===== src/rtl/imm12_narrow.sv =====
// rtl/imm12_narrow.sv - narrows a 64-bit operand into an imm12 field (optional LSL #12) behind a 2-entry skid buffer
module imm12_narrow #(
    parameter int DATA_W = 64,
    parameter int CNT_W  = 16
) (
    input  logic              clk,
    input  logic              reset_n,
    input  logic              in_valid,
    output logic              in_ready,
    input  logic [DATA_W-1:0] in_data,
    output logic              out_valid,
    input  logic              out_ready,
    output logic [11:0]       out_imm,
    output logic              out_sh,
    output logic              out_fits,
    output logic [CNT_W-1:0]  reject_cnt
);

    localparam logic [1:0] ST_EMPTY = 2'd0;
    localparam logic [1:0] ST_ONE   = 2'd1;
    localparam logic [1:0] ST_TWO   = 2'd2;

    // entry layout: {fits, sh, imm[11:0]}
    logic [1:0]       state_q, state_d;
    logic [13:0]      main_q, main_d;
    logic [13:0]      skid_q, skid_d;
    logic             in_ready_q, in_ready_d;
    logic [CNT_W-1:0] reject_q, reject_d;

    logic [11:0] enc_imm;
    logic        enc_sh;
    logic        enc_fits;
    logic [13:0] enc_entry;
    logic        in_xfer;
    logic        out_xfer;

    always_comb begin
        enc_imm  = in_data[11:0];
        enc_sh   = 1'b0;
        enc_fits = 1'b0;
        if (in_data[DATA_W-1:12] == '0) begin
            enc_fits = 1'b1;
        end else if (in_data[DATA_W-1:24] == '0 && in_data[11:0] == 12'd0) begin
            enc_imm  = in_data[23:12];
            enc_sh   = 1'b1;
            enc_fits = 1'b1;
        end
    end

    assign enc_entry = {enc_fits, enc_sh, enc_imm};
    assign out_valid = (state_q != ST_EMPTY);
    assign in_xfer   = in_valid && in_ready_q;
    assign out_xfer  = out_valid && out_ready;

    always_comb begin
        state_d = state_q;
        main_d  = main_q;
        skid_d  = skid_q;
        case (state_q)
            ST_EMPTY: begin
                if (in_xfer) begin
                    main_d  = enc_entry;
                    state_d = ST_ONE;
                end
            end
            ST_ONE: begin
                if (in_xfer && out_xfer) begin
                    main_d = enc_entry;
                end else if (in_xfer) begin
                    skid_d  = enc_entry;
                    state_d = ST_TWO;
                end else if (out_xfer) begin
                    state_d = ST_EMPTY;
                end
            end
            ST_TWO: begin
                if (out_xfer) begin
                    main_d  = skid_q;
                    state_d = ST_ONE;
                end
            end
            default: state_d = ST_EMPTY;
        endcase
    end

    // in_ready comes from the next state so it never depends on out_ready combinationally
    assign in_ready_d = (state_d != ST_TWO);

    always_comb begin
        reject_d = reject_q;
        if (out_xfer && !main_q[13] && reject_q != '1) begin
            reject_d = reject_q + CNT_W'(1);
        end
    end

    always_ff @(posedge clk or negedge reset_n) begin
        if (!reset_n) begin
            state_q    <= ST_EMPTY;
            main_q     <= '0;
            skid_q     <= '0;
            in_ready_q <= 1'b0;
            reject_q   <= '0;
        end else begin
            state_q    <= state_d;
            main_q     <= main_d;
            skid_q     <= skid_d;
            in_ready_q <= in_ready_d;
            reject_q   <= reject_d;
        end
    end

    assign in_ready   = in_ready_q;
    assign out_imm    = main_q[11:0];
    assign out_sh     = main_q[12];
    assign out_fits   = main_q[13];
    assign reject_cnt = reject_q;

endmodule


===== config.mk =====
export PLATFORM = sky130hd
export DESIGN_NAME = imm12_narrow
export DESIGN_NICKNAME = d
export VERILOG_FILES = /design/src/rtl/imm12_narrow.sv
export SDC_FILE = /design/constraint.sdc
export NUM_CORES = 1
export LEC_CHECK = 0
export ABC_CLOCK_PERIOD_IN_PS = 2200
export CAP_MARGIN = 30
export CORE_UTILIZATION = 46
export DETAILED_ROUTE_END_ITERATION = 8
export GPL_ROUTABILITY_DRIVEN = 0
export HOLD_SLACK_MARGIN = 0.06
export PLACE_DENSITY = 0.84
export SLEW_MARGIN = 0
export SYNTH_ARGS = -nofsm -noshare
export SYNTH_HDL_FRONTEND = slang
export SYNTH_SLANG_ARGS = --single-unit
export TNS_END_PERCENT = 20

===== constraint.sdc =====
create_clock -name clk -period 2.2 [get_ports clk]
set_input_delay 0.44 -clock clk [delete_from_list [all_inputs] [get_ports clk]]
set_output_delay 0.44 -clock clk [all_outputs]
set_load 0.05 [all_outputs]

Yosys cells after proc, flatten, opt, wreduce, memory -nomap -nowiden
Index checks and enable logic that the tools add are counted.
Widths: inputs -> output; s select.
{"block": "word_totals", "regBits": 47, "in_bits": 68}
{"block": "op_classes", "bitwise": 1, "eq_ne": 7, "n_reduce_logical": 15, "mux": 15, "add_sub_neg": 1}
{"cell": "$logic_not 52->1", "count": 1}
{"cell": "$mux 14", "count": 3}
{"cell": "$pmux 14 s3", "count": 1}
{"cell": "$logic_not 40->1", "count": 1}
{"cell": "$mux 12", "count": 2}
{"cell": "$add 16x1->16 const B", "count": 1}
{"cell": "$ne 16x16->1 const B", "count": 1}
{"cell": "$logic_not 12->1", "count": 1}
{"cell": "$mux 2", "count": 5}
{"cell": "$ne 2x2->1 const B", "count": 4}
{"cell": "$logic_and 1x1->1", "count": 6}
{"cell": "$pmux 2 s3", "count": 1}
{"cell": "$reduce_and 4->1", "count": 1}
{"cell": "$mux 1", "count": 3}
{"cell": "$reduce_and 3->1", "count": 1}
{"cell": "$reduce_bool 3->1", "count": 1}
{"cell": "$eq 2x1->1 const B", "count": 1}
{"cell": "$eq 2x2->1 const B", "count": 1}
{"cell": "$logic_not 2->1", "count": 1}
{"cell": "$reduce_bool 2->1", "count": 1}
{"cell": "$logic_not 1->1", "count": 1}
{"cell": "$not 1->1", "count": 1}

Longest topological paths before layout
{"block": "logic_depth", "depth_word": 7, "ltp_mapped": 6}

Least setup slack after synthesis
Ideal clock, no wire load.
{"block": "synth_timing", "path_kind": "reg2reg", "start": "reg reject_q[0], in the netlist reject_cnt[0]", "end": "reg reject_q[12], in the netlist reject_cnt[12]", "t_arrival_ps": 2036, "synth_period_minus_slack_ps": 2164, "stages_incl_launch_ff": 6, "setup_slack_ps": 36, "cell_sequence": "dfrtp_1 ha_1 nand3_1 or4_4 nor3_2 mux2_1"}
{"block": "synth_between", "elab_chain_len": 2, "elab_cells_between_ends": 3}
{"element": "start: declaration", "line": "28", "rtl": "logic [CNT_W-1:0] reject_q, reject_d;"}
{"element": "start signal: assignment", "line": "108", "rtl": "reject_q <= reject_d;"}
{"element": "branches (longest 2 deep; another with $add 16x1->16)"}
Several ways; the timed one is not identified.
A chain may end at the register's enable or synchronous reset.

Final worst setup path
{"block": "layout_timing", "start": "reg reject_q[12], in the netlist reject_cnt[12]", "end": "out reject_cnt[12]"}
{"element": "end: declaration", "line": "16", "rtl": "output logic [CNT_W-1:0] reject_cnt"}
No word-level cell between the ends.

==> results.cfg <==
[drt]
postRouteWirelength_um = 8727
antenna_violating_nets_post_route = 0
wire_per_inst_um = 17.01
drtIter0Drc = 196
total_iterations_of_the_first_detailed_routing_run = 5
post_drt_via_cell_ratio = 6.242
drc_errors = 0
vias = 3202

[worst_setup_path]
timing.setup.critical_path_class = reg2out
critical_path.cell_chain = clkdlybuf4s50_1
crit_path_start_kind = flop
timing.critical_path.max_delay_family = buffers and inverters
standard_cell_with_the_maximum_stage_delay_on_the_critical_path = sky130_fd_sc_hd__clkdlybuf4s50_1
cp_data_arrival_time_ns = 1.66
crit_required_ns = 1.76
critical_path_buf_inv_count = 1
worst-path-max-fanout = 8
peak_per_stage_delay_on_the_critical_path_ns = 0.86
end_kind = output port

[logic_synthesis]
yosys.cell_types.count = 52
synth_nets = 387
post_synth_instance_area_um2 = 2977
synth-edff-count = 0
yosysWarningCount = 0
sequential_fraction_of_the_synthesis_area_pct = 39.51
synth.ff_latch_count = 47
syn_avg_cell_area_um2 = 9.360
netlist_instances = 318
synth-main-ff-cell = sky130_fd_sc_hd__dfrtp_1
async_reset_ff_share_pct = 100.0

[clock_network]
tritoncts = done
cts_root_buffer = sky130_fd_sc_hd__clkbuf_8
ctsHtreeMaxLevel = 2
worst_skew_pair.late_latency_ns = 0.31
cts_hold_buffers = 0
path_clk_slew_ns = 0.09
cts_inserted_buffers = 5
post-cts-setup-buffer-count = 0
clock_tree.buffer_depth = 2
clock_sinks = 47
postCtsResizedCells = 0

[timing]
setup_total_negative_slack_ns = 0
fin_hold_ws_ns = 0.1080
setup_viol = 0
timing.slew.headroom_pct = 64.24
rsz0062_at_grt = false
worstMarginPinSlew_ns = 0.5347
slew_viol_final = 0
timing_hold_violations_final = 0
post_layout_minimum_cycle_time_ns = 2.096
fin_worst_skew_ns = 0.008625
post-route-period-util_pct = 95.28
maximum_operating_frequency_ghz = 0.4770

[cells_and_area]
final_core_util_pct = 71.31
drive_gt1_share_pct = 12.79
layout.cells.most_common = sky130_fd_sc_hd__clkdlybuf4s50_1
finalNonFillerCells = 513
final-seq-area_um2 = 1176
antenna_cells = 0
multi_input_comb_area_um2 = 1673
most-common-layout-cells = sky130_fd_sc_hd__clkdlybuf4s50_1 (97), sky130_fd_sc_hd__dfrtp_1 (47), sky130_fd_sc_hd__buf_4 (32)
fillers = 480
finalNetCount = 506
syn2layout_area_growth_pct = 46.03

[die]
i_o_pins = 100
initial_core_util_pct = 48.83
dieArea_um2 = 6796
die-height_um = 82.44
core_area_um2 = 6096
die_width_um = 82.44
core.rowCount = 28

[worst_hold_path]
worst_hold_path_type = in2async

[placed_design]
place.detailed.hpwl_um = 6438
place.port_buffers = 99
dp.cells = 505

[global_route]
grt_antenna_before_repair = 0
grtUsageTotal_pct = 27.34
first_global_vias = 3125
grt_start_max_net_pins = 48
grt.overflow.total = 0
grt_first_pass_wirelength_um = 14090

[run_status]
outcome = complete, no violations

[pwr]
vdd_drop_max_v = 0.0008205
power_leakage_nw = 1.838
power_per_cell_area_nw_per_um2 = 852.2

[job]
cap_viol_max_count = 0
state kept, by name, summed over array words and instances, names as in the netlist:
signal	cells
in_ready	1
skid_q	14
reject_cnt	16
state_q	2
main_q	14
layer usage:
metal / global-route usage [%] / part of all wire [%] / wire length, um
met5: 0 / 0 / 0
met4: 10.70 / 1.4 / 126
met3: 4.066 / 7.2 / 632
met2: 50.66 / 52 / 4518
met1: 31.31 / 40 / 3449
synth_stat cells, drive strengths merged, types with 3 or more instances:
library cell  instances  area [um2]
nor4                 17       112.6
nand4                12       87.58
dfrtp                47        1176
and3                  5       31.28
o32a                 11       110.1
a211oi               14       105.1
a221oi               11       96.34
nand2b               14       87.58
nand2                22       82.58
a21oi                20       103.9
nor2b                 3       18.77
nor2                 19       73.82
clkbuf                6       22.52
o21ai                13       65.06
and4                  3       26.28
o31ai                 5       37.54
nor3                 17       106.4
inv                   4       15.01
mux2                  3       33.78
mux2i                13       130.1
nand3                13       70.07
buf                  14       90.08
xor2                  9       78.83
layout make-up:
cell class / instances / share of cell area (%)
clock inverters: 2 / 1.382
multi-input cells: 247 / 38.49
well taps: 75 / 2.159
inverters: 4 / 0.3454
flip-flops and latches: 47 / 27.06
repair buffers: 132 / 28.90
clock buffers: 6 / 1.670
through the flow:
step	total power [mW]	cell area, um2	setup slack, ns
floorplan	2.326	2977	0.03635
global placement	2.880	4214	-0.01356
detailed placement	2.951	4214	-0.06928
CTS	3.706	4347	0.1022
global route	3.893	4347	0.03943
finish	3.704	4347	0.1037
path summary, 6_finish.rpt:
kind	startpoint	to	slack, ns	depth (start not counted)
max in group asynchronous	reset_n	main_q[7]	1.86	2
min	reset_n	reject_cnt[2]	0.11	2
max reg2reg	reject_cnt[0]	reject_cnt[10]	0.26	6
max	reject_cnt[12]	reject_cnt[12]	0.10	1
min reg2reg	skid_q[12]	skid_q[12]	0.50	2
min in group clk	skid_q[12]	skid_q[12]	0.50	2
cell families after synthesis:
| kind of cell | count (synthesis) | synth area share [%] |
|---|---|---|
| muxes | 16 | 5.506 |
| buffers and inverters | 24 | 4.287 |
| DFF | 47 | 39.51 |
| and+or+nand+nor | 136 | 27.03 |
| AOI/OAI and AO/OA | 83 | 20.01 |
| adders and majority gates | 1 | 0.4203 |
| xor gates and xnor gates | 11 | 3.237 |
power breakdown:
part	internal (mW)	switching [mW]	total, mW
clock network	0.455	0.307	0.761
logic	0.693	0.942	1.63
registers	1.09	0.219	1.31
total	2.24	1.47	3.70
No activity file was read; power rests on OpenSTA's default activity.
